`src/rtl/hazard_pkg.sv`:
```
// hazard_pkg: shared FSM states, forwarding selects, counter width and register-match helper
package hazard_pkg;
  typedef enum logic [1:0] {
    ST_RUN   = 2'b00,
    ST_STALL = 2'b01,
    ST_FLUSH = 2'b10,
    ST_BAD   = 2'b11
  } state_e;
  localparam logic [1:0] FWD_REG = 2'b00;
  localparam logic [1:0] FWD_MEM = 2'b10;
  localparam logic [1:0] FWD_WB  = 2'b01;
  localparam int STALL_CNT_W = 16;
  // A writer only matters when it really writes a non-zero register the reader uses
  function automatic logic reg_match(input logic [4:0] dst, input logic we, input logic [4:0] rs,
                                     input logic [4:0] rt, input logic use_rt);
    return we && (dst != 5'd0) && (dst == rs || (use_rt && dst == rt));
  endfunction
endpackage

```
`src/rtl/hazard_fwd_unit.sv`:
```
// hazard_fwd_unit: ALU operand forwarding selects, MEM result preferred over WB data
module hazard_fwd_unit
  import hazard_pkg::*;
(
  input  logic [4:0] rs_ex,
  input  logic [4:0] rt_ex,
  input  logic [4:0] write_reg_mem,
  input  logic       regwrite_mem,
  input  logic [4:0] write_reg_wb,
  input  logic       regwrite_wb,
  output logic [1:0] fwd_a,
  output logic [1:0] fwd_b
);
  // Youngest producer wins; register 0 is never forwarded
  always_comb begin
    fwd_a = reg_match(write_reg_mem, regwrite_mem, rs_ex, 5'd0, 1'b0) ? FWD_MEM :
            reg_match(write_reg_wb, regwrite_wb, rs_ex, 5'd0, 1'b0) ? FWD_WB : FWD_REG;
    fwd_b = reg_match(write_reg_mem, regwrite_mem, rt_ex, 5'd0, 1'b0) ? FWD_MEM :
            reg_match(write_reg_wb, regwrite_wb, rt_ex, 5'd0, 1'b0) ? FWD_WB : FWD_REG;
  end
endmodule

```
`src/rtl/hazard_controller.sv`:
```
// hazard_controller: pipeline stall/flush/forward control; HAZARD_FORWARDING_EN enables forwarding
module hazard_controller
  import hazard_pkg::*;
(
  input  logic                   clk,
  input  logic                   rst_n,
  input  logic [4:0]             rs_id,
  input  logic [4:0]             rt_id,
  input  logic                   uses_rt_id,
  input  logic [4:0]             rs_ex,
  input  logic [4:0]             rt_ex,
  input  logic [4:0]             write_reg_ex,
  input  logic                   regwrite_ex,
  input  logic                   memread_ex,
  input  logic [4:0]             write_reg_mem,
  input  logic                   regwrite_mem,
  input  logic [4:0]             write_reg_wb,
  input  logic                   regwrite_wb,
  input  logic                   branch_taken_mem,
  output logic                   pc_write,
  output logic                   if_id_write,
  output logic                   id_ex_bubble,
  output logic                   if_id_flush,
  output logic                   id_ex_flush,
  output logic                   ex_mem_flush,
  output logic [1:0]             fwd_a,
  output logic [1:0]             fwd_b,
  output logic [1:0]             state,
  output logic [STALL_CNT_W-1:0] stall_count
);
  state_e                 state_q, state_d;
  logic [STALL_CNT_W-1:0] stall_count_q, stall_count_d;
  logic                   hz, br;
  logic                   ex_hit;
  assign ex_hit = reg_match(write_reg_ex, regwrite_ex, rs_id, rt_id, uses_rt_id);
`ifdef HAZARD_FORWARDING_EN
  logic [1:0] fa, fb;
  hazard_fwd_unit u_fwd (
    .rs_ex        (rs_ex),
    .rt_ex        (rt_ex),
    .write_reg_mem(write_reg_mem),
    .regwrite_mem (regwrite_mem),
    .write_reg_wb (write_reg_wb),
    .regwrite_wb  (regwrite_wb),
    .fwd_a        (fa),
    .fwd_b        (fb)
  );
  assign hz    = memread_ex && ex_hit;
  assign fwd_a = rst_n ? fa : FWD_REG;
  assign fwd_b = rst_n ? fb : FWD_REG;
`else
  logic unused_fwd_inputs;
  assign unused_fwd_inputs = ^{rs_ex, rt_ex, memread_ex};
  assign hz    = ex_hit ||
                 reg_match(write_reg_mem, regwrite_mem, rs_id, rt_id, uses_rt_id) ||
                 reg_match(write_reg_wb, regwrite_wb, rs_id, rt_id, uses_rt_id);
  assign fwd_a = FWD_REG;
  assign fwd_b = FWD_REG;
`endif
  assign state       = state_q;
  assign stall_count = stall_count_q;
  // Same-cycle stall/flush decisions; a taken branch beats a stall, FLUSH ignores hazards, reset forces idle values
  always_comb begin
    br            = rst_n && branch_taken_mem;
    id_ex_bubble  = rst_n && !br && hz && (state_q == ST_RUN || state_q == ST_STALL);
    pc_write      = !id_ex_bubble;
    if_id_write   = !id_ex_bubble;
    if_id_flush   = br;
    id_ex_flush   = br;
    ex_mem_flush  = br;
    state_d       = state_q == ST_BAD ? ST_RUN : br ? ST_FLUSH : id_ex_bubble ? ST_STALL : ST_RUN;
    stall_count_d = (id_ex_bubble && stall_count_q != '1) ? stall_count_q + STALL_CNT_W'(1) : stall_count_q;
  end
  // State and saturating stall counter
  always_ff @(posedge clk or negedge rst_n) begin
    if (!rst_n) begin
      state_q       <= ST_RUN;
      stall_count_q <= '0;
    end else begin
      state_q       <= state_d;
      stall_count_q <= stall_count_d;
    end
  end
endmodule

```
`config.mk`:
```
export PLATFORM = sky130hd
export DESIGN_NAME = hazard_controller
export DESIGN_NICKNAME = d
export VERILOG_FILES = /design/src/rtl/hazard_pkg.sv /design/src/rtl/hazard_fwd_unit.sv /design/src/rtl/hazard_controller.sv
export SDC_FILE = /design/constraint.sdc
export NUM_CORES = 1
export LEC_CHECK = 0
export ABC_CLOCK_PERIOD_IN_PS = 3600
export CAP_MARGIN = 0
export CORE_UTILIZATION = 38
export CTS_BUF_LIST = sky130_fd_sc_hd__clkbuf_4
export CTS_CLUSTER_SIZE = 25
export DETAILED_ROUTE_END_ITERATION = 10
export PLACE_DENSITY = 0.79
export SLEW_MARGIN = 10
export SYNTH_ARGS = -nofsm -noshare
export SYNTH_HDL_FRONTEND = slang
export SYNTH_SLANG_ARGS = --single-unit
```
`constraint.sdc`:
```
create_clock -name clk -period 3.6 [get_ports clk]
set_input_delay 0.72 -clock clk [delete_from_list [all_inputs] [get_ports clk]]
set_output_delay 0.72 -clock clk [all_outputs]
set_load 0.02 [all_outputs]
```
* Word-level counts from Yosys, hierarchy flattened
Index checks and enable logic that the tools add are counted.
** Cells by class
- Equal/unequal tests :: 9
- Multiplexer cells :: 3
- Reductions and logical operators :: 26
- $add $sub $neg :: 1
** Operators by type and width (number)
- $eq A5 B5 Y1 :: 6
- $add A16 B1 Y16 const B :: 1
- $ne A16 B16 Y1 const B :: 1
- $reduce_bool A5 Y1 :: 3
- $logic_and A1 B1 Y1 :: 14
- $logic_or A1 B1 Y1 :: 6
- $mux W2 :: 2
- $eq A2 B1 Y1 const B :: 1
- $eq A2 B2 Y1 const B :: 1
- $logic_not A1 Y1 :: 2
- $logic_not A2 Y1 :: 1
- $mux W1 :: 1
** Word-level totals
- Register bits after elaboration :: 18
- Logic and storage cells :: 41
- Input port bits :: 43
- Output and inout port bits :: 28

* Logic depth before layout (Yosys ltp)
- Word-level depth :: 11
- Depth in mapped cells :: 8
- Gate-level depth less buffers :: 7

* Least setup slack after synthesis
OpenSTA, ideal clock, no wires.
- Kind :: input-to-output
- From :: input write_reg_wb[1]
- To :: output pc_write
- Arrival :: 2.313 ns
- Buffers on the path :: 1
- Cell stages on the path :: 6
- Slack :: 0.567 ns
- Cell sequence :: or4_2 o211ai_1 o22a_2 nand2_1 inv_1 buf_4
** Between the ends
- Word-level cells in the longest chain between the ends :: 8
- Elaborated cells between the ends (all ways) :: 11
- Those cells by class :: 2 x eq/ne; 9 x reduce/logical
** RTL lines
- start: declaration :: line hazard_controller.sv:17 : input logic [4:0] write_reg_wb,
- $eq A5 B5 Y1 :: line hazard_pkg.sv:16 : return we && (dst != 5'd0) && (dst == rs || (use_rt && dst == rt));
- $logic_and A1 B1 Y1 :: line hazard_pkg.sv:16
- $logic_or A1 B1 Y1 :: line hazard_pkg.sv:16
- $logic_and A1 B1 Y1 (*) :: line hazard_pkg.sv:16
- $logic_or A1 B1 Y1 (*) :: line hazard_controller.sv:55 : reg_match(write_reg_mem, regwrite_mem, rs_id, rt_id, uses_rt_id) ||
- $logic_and A1 B1 Y1 (*) (2 in series) :: line hazard_controller.sv:65 : id_ex_bubble = rst_n && !br && hz && (state_q == ST_RUN || state_q == ST_STALL);
- named net id_ex_bubble :: line hazard_controller.sv:22 : output logic id_ex_bubble,
- $logic_not A1 Y1 (*)
- end: declaration :: line hazard_controller.sv:20 : output logic pc_write,
Mark *: on every way through the listed nets, which the timed path passes. The rest lies on a longest branch.

* Worst setup path after layout
- From :: input write_reg_wb[1]
- To :: output pc_write
** Between the ends
- Word-level cells in the longest chain between the ends :: 8
- Elaborated cells between the ends (all ways) :: 11
- Those cells by class :: 2 x eq/ne; 9 x reduce/logical
** RTL lines
- $eq A5 B5 Y1 :: line hazard_pkg.sv:16
- $logic_and A1 B1 Y1 :: line hazard_pkg.sv:16
- $logic_or A1 B1 Y1 :: line hazard_pkg.sv:16
- $logic_and A1 B1 Y1 (*) :: line hazard_pkg.sv:16
- $logic_or A1 B1 Y1 (*) :: line hazard_controller.sv:55
- $logic_and A1 B1 Y1 (*) (2 in series) :: line hazard_controller.sv:65
- $logic_not A1 Y1 (*) :: line hazard_controller.sv:66 : pc_write = !id_ex_bubble;
Mark *: on every way between the ends. The rest lies on a longest branch, timed or not.

==> impl_metrics.env <==
export IMPL_status="completed"
export IMPL_antenna_found_initial=0
export IMPL_ys_ff_latch=18
export IMPL_grt_overflow_total=0
export IMPL_area_growth_syn_to_layout_pct=52.4
export IMPL_hold_path_endpoint="state[1]"
export IMPL_fp_dieArea_sq_um=3660
export IMPL_ff2ff_setup_slack_ns=1.49
export IMPL_p_clk_share_pct=18.9
export IMPL_cp_num_buf_inv=3
export IMPL_via_per_inst=5.00
export IMPL_crit_slowest_cell="or4_2"
export IMPL_endpoint_kind="primary output"
export IMPL_fin_area_sq_um=1980
export IMPL_postCtsSetupBuffers=0
export IMPL_crit_arrival_ns=2.67
export IMPL_crit_chain="clkdlybuf4s50_1, or4_2, o211ai_1, o22a_2, nand2_1, inv_1, dlygate4sd2_1"
export IMPL_synth_top_area_share_pct=34.6
export IMPL_cts_resized=2
export IMPL_yosysMostFrequentCell="xnor2_1"
export IMPL_synth_top_cells_by_area="dfrtp_1, xnor2_1, xor2_1"
export IMPL_timing_rr_start="state[1]"
export IMPL_fin_crit_sh_pct=94.3
export IMPL_powerDensity_nw_per_um2=252
export IMPL_period_needed_ns=3.39
export IMPL_nets=245
export IMPL_p_leak_nw=0.811
export IMPL_internal_power_uw=346
export IMPL_hold_path_depth=1
export IMPL_placeableCoreArea_sq_um=3150
export IMPL_finalSetupViolations=0
export IMPL_synth_main_ff_cell="dfrtp_1"
export IMPL_dp_slack_ns=-0.0693
export IMPL_seq_area_frac_synth_pct=34.6
export IMPL_crit_path_max_incr_delay_ns=0.65
export IMPL_final_layout_size_suffix_gt1_share_pct=13.6
export IMPL_p_sw_share_pct=30.5
export IMPL_cp_required_ns=2.88
export IMPL_power_total_uw=498
export IMPL_ys_types=32
export IMPL_rows=20
export IMPL_cts_clk_slew_worst_paths_ns=0.09
export IMPL_critPathLaunchType="input pin"
export IMPL_hold_violations=0
export IMPL_r2r_end="stall_count[1]"
export IMPL_ys_warn_count=0
export IMPL_async_flop_share_pct=100
export IMPL_gp_congestion=0.971
export IMPL_yosysTopAreaCell="dfrtp_1"
export IMPL_nFillCells=297
export IMPL_seqPwrFrac_pct=46.7
export IMPL_cts_hold_buf=0
export IMPL_rsz0062_at_grt="no"
export IMPL_fin_ws_ns=0.205
export IMPL_diodes=0
export IMPL_initial_core_util_pct=41.2
export IMPL_clk_path_buf_depth=2
export IMPL_slew_violations=0
export IMPL_instances_no_fill=243
export IMPL_clk_latency_ns=0.29
export IMPL_die_y_microns=60.5
export IMPL_fin_skew_ns=0.00287
export IMPL_max_vdd_ir_drop_mv=0.248
export IMPL_syn_instance_count=132
export IMPL_dp_hpwl_microns=2840
export IMPL_cp_top_family="buffers and inverters"
export IMPL_p_sw_uw=152
export IMPL_ios=71
export IMPL_hold_path_class="flip-flop to flip-flop"
export IMPL_postRouteAntennaNets=0
export IMPL_drc_errors=0
export IMPL_avgSynthCellArea_sq_um=9.85
export IMPL_synth_edf_count=0
export IMPL_whs_ns=0.464
export IMPL_grt_pass1_wl_microns=5440
export IMPL_fmax_mhz=295
export IMPL_postRouteWirelength_microns=3580
export IMPL_maxCapViolCount=0
export IMPL_syn_area_sq_um=1300
export IMPL_cts_buffers=3
export IMPL_drt_iter0_markers=23
export IMPL_cts_sinks=18
export IMPL_htree_num_levels=1
export IMPL_cts_tree="yes"
export IMPL_via_count=1216
export IMPL_drt_wirelength_per_cell_microns=14.7
export IMPL_grt_pass1_vias=1285
export IMPL_hold_path_startpoint="state[0]"
export IMPL_pwr_share_comb_pct=34.4
export IMPL_crit_type="input pin to primary output"
export IMPL_reg2reg_depth=7
export IMPL_io_buffers=55
export IMPL_placed_cell_area_sq_um=1960
export IMPL_root_buffer="clkbuf_4"
export IMPL_critical_path_max_fanout=3
export IMPL_grt_max_degree=20
export IMPL_synth_commonest_cells="xnor2_1, xor2_1, dfrtp_1"
export IMPL_dpl_cell_count=240
export IMPL_die_w_microns=60.5
export IMPL_dr_pass1_iters=4
export IMPL_track_usage_pct=20.0
==> power by group through the flow <==
stage,clock network (mW),registers (mW),logic (mW)
after floorplan,0,0.249,0.0615
after global placement,0,0.235,0.167
after detailed placement,0,0.236,0.171
after CTS,0.0993,0.233,0.172
after global routing,0.105,0.235,0.184
final,0.0943,0.233,0.171
==> per-stage QoR <==
| step | setup TNS (ns) | utilization [%] |
|---|---|---|
| 3_5_place_dp | -0.134 | 62.1 |
| 4_1_cts | 0 | 62.7 |
| 5_1_grt | 0 | 62.8 |
| 2_1_floorplan | 0 | - |
| 3_3_place_gp | -0.174 | 62.1 |
| 6_report | 0 | 62.8 |
==> worst max-delay path by stage <==
stage / startpoint / end / slack, ns / depth (start not counted)
4_1_cts: write_reg_wb[2] / id_ex_bubble / 0.02 / 8
2_1_floorplan: write_reg_wb[1] / pc_write / 0.57 / 6
3_5_place_dp: write_reg_wb[2] / pc_write / -0.07 / 7
3_3_place_gp: write_reg_wb[1] / if_id_write / -0.09 / 7
5_1_grt: write_reg_wb[1] / if_id_write / 0.12 / 7
6_report: write_reg_wb[1] / pc_write / 0.21 / 7
==> layer usage <==
layer / global-route usage, % / wire (microns) / vias to the layer above
met5: 0 / 0 / -
met4: 6.82 / 64 / 0
met3: 5.12 / 346 / 8
li1: - / - / 582
met1: 21.1 / 1410 / 565
met2: 38.3 / 1760 / 61
==> flip-flops by register name, summed over array words and instances (netlist names) <==
name	count
stall_count	16
state	2
==> kinds of logic (layout without fill, tap and decap cells) <==
group / count (synthesis) / in the layout / share of synthesized area [%]
xor+xnor: 44 / 44 / 29.6
compound gates: 9 / 9 / 6.74
simple gates: 48 / 48 / 20.8
buf+inv: 9 / 73 / 5.20
flops: 18 / 18 / 34.6
fa+ha+maj: 1 / 1 / 0.962
mux: 2 / 2 / 1.73
other cells: 1 / 4 / 0.288
==> layout by cell type, fill, tap and decap left out, drive strengths merged, types with 2 or more instances in the layout <==
master,netlist,layout
clkdlybuf4s50,0,52
xnor2,25,25
xor2,19,19
dfrtp,18,18
buf,8,14
nand2,12,12
nand3,9,9
nand4,6,6
nor2,5,5
and3,4,4
conb,1,4
nor3,3,3
clkbuf,0,3
or4,3,3
a32oi,2,2
o211ai,2,2
mux2,2,2
dlygate4sd2,0,2
and2,2,2
nor4,2,2
==> area by class of cell <==
class | instances | area, sq um | share of cell area (%)
multi-input cells | 108 | 793 | 40.1
clock buffers | 3 | 22.5 | 1.14
repair buffers | 69 | 656 | 33.1
flip-flops and latches | 18 | 450 | 22.7
well taps | 44 | 55.1 | 2.78
inverters | 1 | 3.75 | 0.190
Note: power is estimated with default switching activity, not from simulation.
==> RTL change 1, RTL diff (same flow settings) <==
The package constant `STALL_CNT_W` goes from 16 to 12.
--- a/src/rtl/hazard_pkg.sv
+++ b/src/rtl/hazard_pkg.sv
@@ -9,7 +9,7 @@
   localparam logic [1:0] FWD_REG = 2'b00;
   localparam logic [1:0] FWD_MEM = 2'b10;
   localparam logic [1:0] FWD_WB  = 2'b01;
-  localparam int STALL_CNT_W = 16;
+  localparam int STALL_CNT_W = 12;
   // A writer only matters when it really writes a non-zero register the reader uses
   function automatic logic reg_match(input logic [4:0] dst, input logic we, input logic [4:0] rs,
                                      input logic [4:0] rt, input logic use_rt);
Interface: changed (resized stall_count); port bits go from 71 to 67. The function was not compared with the original's and may differ.
==> RTL change 1 against the unedited design <==
- critical endpoint unchanged
- cell area down 11%
- utilization up 0.073 points
- clock power down 3.0%
- power down 11%
- sequential power down 22%
- count of clock-buffer cells in the layout unchanged
- sequential cell count down 4
- critical path depth unchanged
- worst setup slack better by 0.078 ns
- synthesized area down 12%
- die area down 12%
- the run now ends with DRC left
- routed wire length down 17%
==> RTL change 1: results (changes against the unedited design) <==
[place]
place_ws_ns=-0.00904  ; +0.0603 ns
dp.final_hpwl_um=2550  ; -9.9%
dpl-instance-area_mm2=0.00174  ; -11%
dp.cells=207  ; -14%

[power]
p_clk_share_pct=20.5  ; +1.6 points
total_power_uw=445  ; -11%
p_switching_uw=142  ; -6.6%
p_leak_nw=0.767  ; -5.4%

[run_status]
violations=DRC
status=finished, violations left

[timing]
fmax_mhz=302  ; +2.3%
clock_skew_ns=0.00856  ; +0.00569 ns

[cells_and_area]
buffers=66  ; -4.3%
drive_gt1_share_pct=15.0  ; +1.4 points
multi_input_gates=94  ; -13%
multi_input_area_share_pct=40.7  ; +0.66 points
n_all_inverters=2  ; +1
buf_share_pct=35.3  ; +2.2 points
fin_nets=225  ; -8.2%
seq_share_pct=19.9  ; -2.9 points

[synthesis]
synth_cell_types=35  ; +9.4%
syn_inst=116  ; -12%
ys_seq_elements=14  ; -4
synth-seq-area-share_pct=30.7  ; -3.9 points

[detailed_routing]
wl_met3_um=91  ; -74%
drt-met1-wl_um=1280  ; -8.9%
first_pass_iters=7  ; +3
drt-total-wl_um=2960  ; -17%
drcViolationCount=5  ; +5
route.detailed.wl_per_inst_um=14.0  ; -4.9%

[grt]
grt_pass1_wl_um=5180  ; -4.8%
grt_pass1_vias=1125  ; -12%
grt_max_degree=16  ; -20%
grt_usage_pct=20.2  ; +0.19 points
grtUsageMet3_pct=4.84  ; -0.28 points
gr-usage-met2_pct=35.4  ; -2.9 points

[critical_path]
slowest_stage=or4_1
arrival_ns=2.60  ; -0.07 ns
slowest_delay_ns=0.51  ; -0.14 ns

-- RTL change 1: cell types whose count changed in the layout (fill, tap and decap cells not counted), sizes merged, moves of 4 or more --
| cell | delta |
|---|---|
| xnor2 | -12 |
| nand2 | -8 |
| xor2 | +7 |
| clkdlybuf4s50 | -4 |
| dfrtp | -4 |
| nand3 | -4 |
-- RTL change 1: cell families after synthesis --
family          Yosys count  synth area share [%]
compound gates           11                  8.56
mux                       2                  2.63
flops                    14                  30.7
other cells               1                 0.329
xor+xnor                 39                  30.0
buf+inv                  11                  7.24
simple gates             37                  19.4
fa+ha+maj                 1                  1.10
-- RTL change 1: path summary, 6_finish.rpt --
path,from,to,slack [ns],cells past startpoint
max in group asynchronous,rst_n,stall_count[9],2.66,2
worst max-delay path,write_reg_mem[3],pc_write,0.28,7
worst min-delay path,state[0],state[1],0.45,1
worst min register to register,state[0],state[1],0.45,1
min in group asynchronous,rst_n,stall_count[0],0.77,2
worst max register to register,state[1],stall_count[7],1.58,8
==> RTL change 2, RTL diff (config.mk and constraints unchanged) <==
Without the edit above. Register the output `stall_count` once more, with the module's reset; this adds one clock of latency there. The other outputs are not delayed to match.
--- a/src/rtl/hazard_controller.sv
+++ b/src/rtl/hazard_controller.sv
@@ -58,7 +58,13 @@
   assign fwd_b = FWD_REG;
 `endif
   assign state       = state_q;
-  assign stall_count = stall_count_q;
+  always_ff @(posedge clk or negedge rst_n) begin
+    if (!rst_n) begin
+      stall_count <= '0;
+    end else begin
+      stall_count <= stall_count_q;
+    end
+  end
   // Same-cycle stall/flush decisions; a taken branch beats a stall, FLUSH ignores hazards, reset forces idle values
   always_comb begin
     br            = rst_n && branch_taken_mem;
Behaviour: not the same (Yosys sat finds a counterexample within 4 cycles, from zero or initial values and one cycle with rst_n low).
==> RTL change 2 against the unedited design <==
- via count increased by 12%
- routed wire length increased by 4.2%
- sequential cell count increased by 16
- cell area grew 26%
- largest power group unchanged
- non-clock buffer count grew 5
- worst setup slack better by 0.079 ns
- power increased by 73%
- synthesized area increased by 32%
==> RTL change 2: results (changes against the unedited design) <==
[detailed_routing]
first_pass_iters=5  ; +1
drt-total-wl_um=3730  ; +4.2%
drcViolationCount=0  ; unchanged
drtIter0Drc=71  ; +210%
routed_via_density=4.82  ; -3.6%

[place]
place_congestion=0.818  ; -16%
dp.final_hpwl_um=2960  ; +4.3%
place_ws_ns=-0.0479  ; +0.0215 ns
portBuffers=55  ; unchanged
dpl-instance-area_mm2=0.00242  ; +24%
dp.cells=274  ; +14%

[grt]
grt_max_degree=36  ; +80%
grt_use_met1_pct=20.6  ; -0.51 points
gr-usage-met2_pct=25.8  ; -13 points
grt_pass1_wl_um=6140  ; +13%
grt_pass1_vias=1358  ; +5.7%
grtUsageMet3_pct=4.94  ; -0.18 points
grt_usage_pct=16.3  ; -3.7 points
antenna_found_initial=0  ; unchanged

[synthesis]
syn_inst=154  ; +17%
synthArstFlopShare_pct=100  ; unchanged
synth_cell_types=32  ; unchanged
synth_warnings=0  ; unchanged
ys_top_cells_by_area=dfrtp_1 50%, xor2_1 18%, xnor2_1 4.1%
synth_common_cells=35 x xor2_1, 34 x dfrtp_1, 9 x nor2_1, 8 x nor4_1, 8 x xnor2_1
synth_ff_type=dfrtp_1
synth-seq-area-share_pct=49.6  ; +15 points

[min_path]
min_path_type=register to register

[cells_and_area]
fin_cells=282  ; +16%
drive_gt1_share_pct=16.1  ; +2.5 points
n_antenna_cell=0  ; unchanged

[cts]
cts_setup_buffers=0  ; unchanged
clock_tree.buffer_depth=2  ; unchanged
worst_skew_pair.late_latency_ns=0.33  ; +0.04 ns
cts.reportedPaths.clkPinSlew_ns=0.10
root_buffer=clkbuf_4
cts_buffers=5  ; +2
ctsResizeCount=2  ; unchanged
htreeDepth=2  ; +1

[power]
ir_worst_vdd_mv=0.220  ; -11%
p_leak_nw=1.14  ; +41%

[run_status]
status=finished, final reports clean

[critical_path]
arrival_ns=2.60  ; -0.07 ns
cp_max_fo=5  ; +2

[timing]
worstMarginPinSlew_ns=0.548
clock_skew_ns=0.00403  ; +0.00116 ns

RTL change 2: changes by cell type after synthesis, moves of 4 or more:
cell,before,now
xnor2_1,25,8
nor4_1,1,8
nand2_1,12,7
and3_1,4,0
dfrtp_1,18,34
xor2_1,19,35
inv_1,1,5
nor2_1,5,9
RTL change 2: logic make-up after synthesis:
kind of cell,share of synthesized area (%)
simple gates,16.3
xor+xnor,21.9
flops,49.6
buf+inv,5.03
compound gates,4.30
mux,1.97
fa+ha+maj,0.729
other cells,0.218
RTL change 2: critical path, cell delays in order:
cell and delay, ns:
clkdlybuf4s50_1 0.41, or4_1 0.53, o211ai_1 0.25, o22ai_2 0.15, nor2_4 0.17, dlygate4sd2_1 0.36
RTL change 2: layer usage:
metal | vias up | wire [um]
met3 | 9 | 191
met5 | - | 0
li1 | 671 | -
met2 | 37 | 1790
met4 | 0 | 66
met1 | 643 | 1680
RTL change 2: worst paths after layout:
path / startpoint / to / slack, ns / depth (start not counted)
setup / recovery: write_reg_wb[1] / if_id_write / 0.28 / 6
hold / removal: stall_count_q[11] / stall_count[11] / 0.39 / 0
setup reg to reg: stall_count_q[0] / stall_count_q[4] / 1.31 / 9
hold reg to reg: stall_count_q[11] / stall_count[11] / 0.39 / 0
max in group asynchronous: rst_n / stall_count[1] / 2.44 / 2
min in group asynchronous: rst_n / stall_count[11] / 0.86 / 2
RTL change 2: final cells by class:
cell class	instances	area, um^2
Fill cell	376	1850
Tap cell	52	65.1
Clock inverter	3	40.0
Inverter	5	18.8
Timing Repair Buffer	74	693
Clock buffer	5	37.5
Sequential cell	34	851
Multi-Input combinational cell	109	800
RTL change 2: power breakdown:
part / total, mW / switching (mW) / internal [mW]
logic: 0.170 / 0.0777 / 0.0920
clock network: 0.272 / 0.128 / 0.144
registers: 0.419 / 0.0156 / 0.403
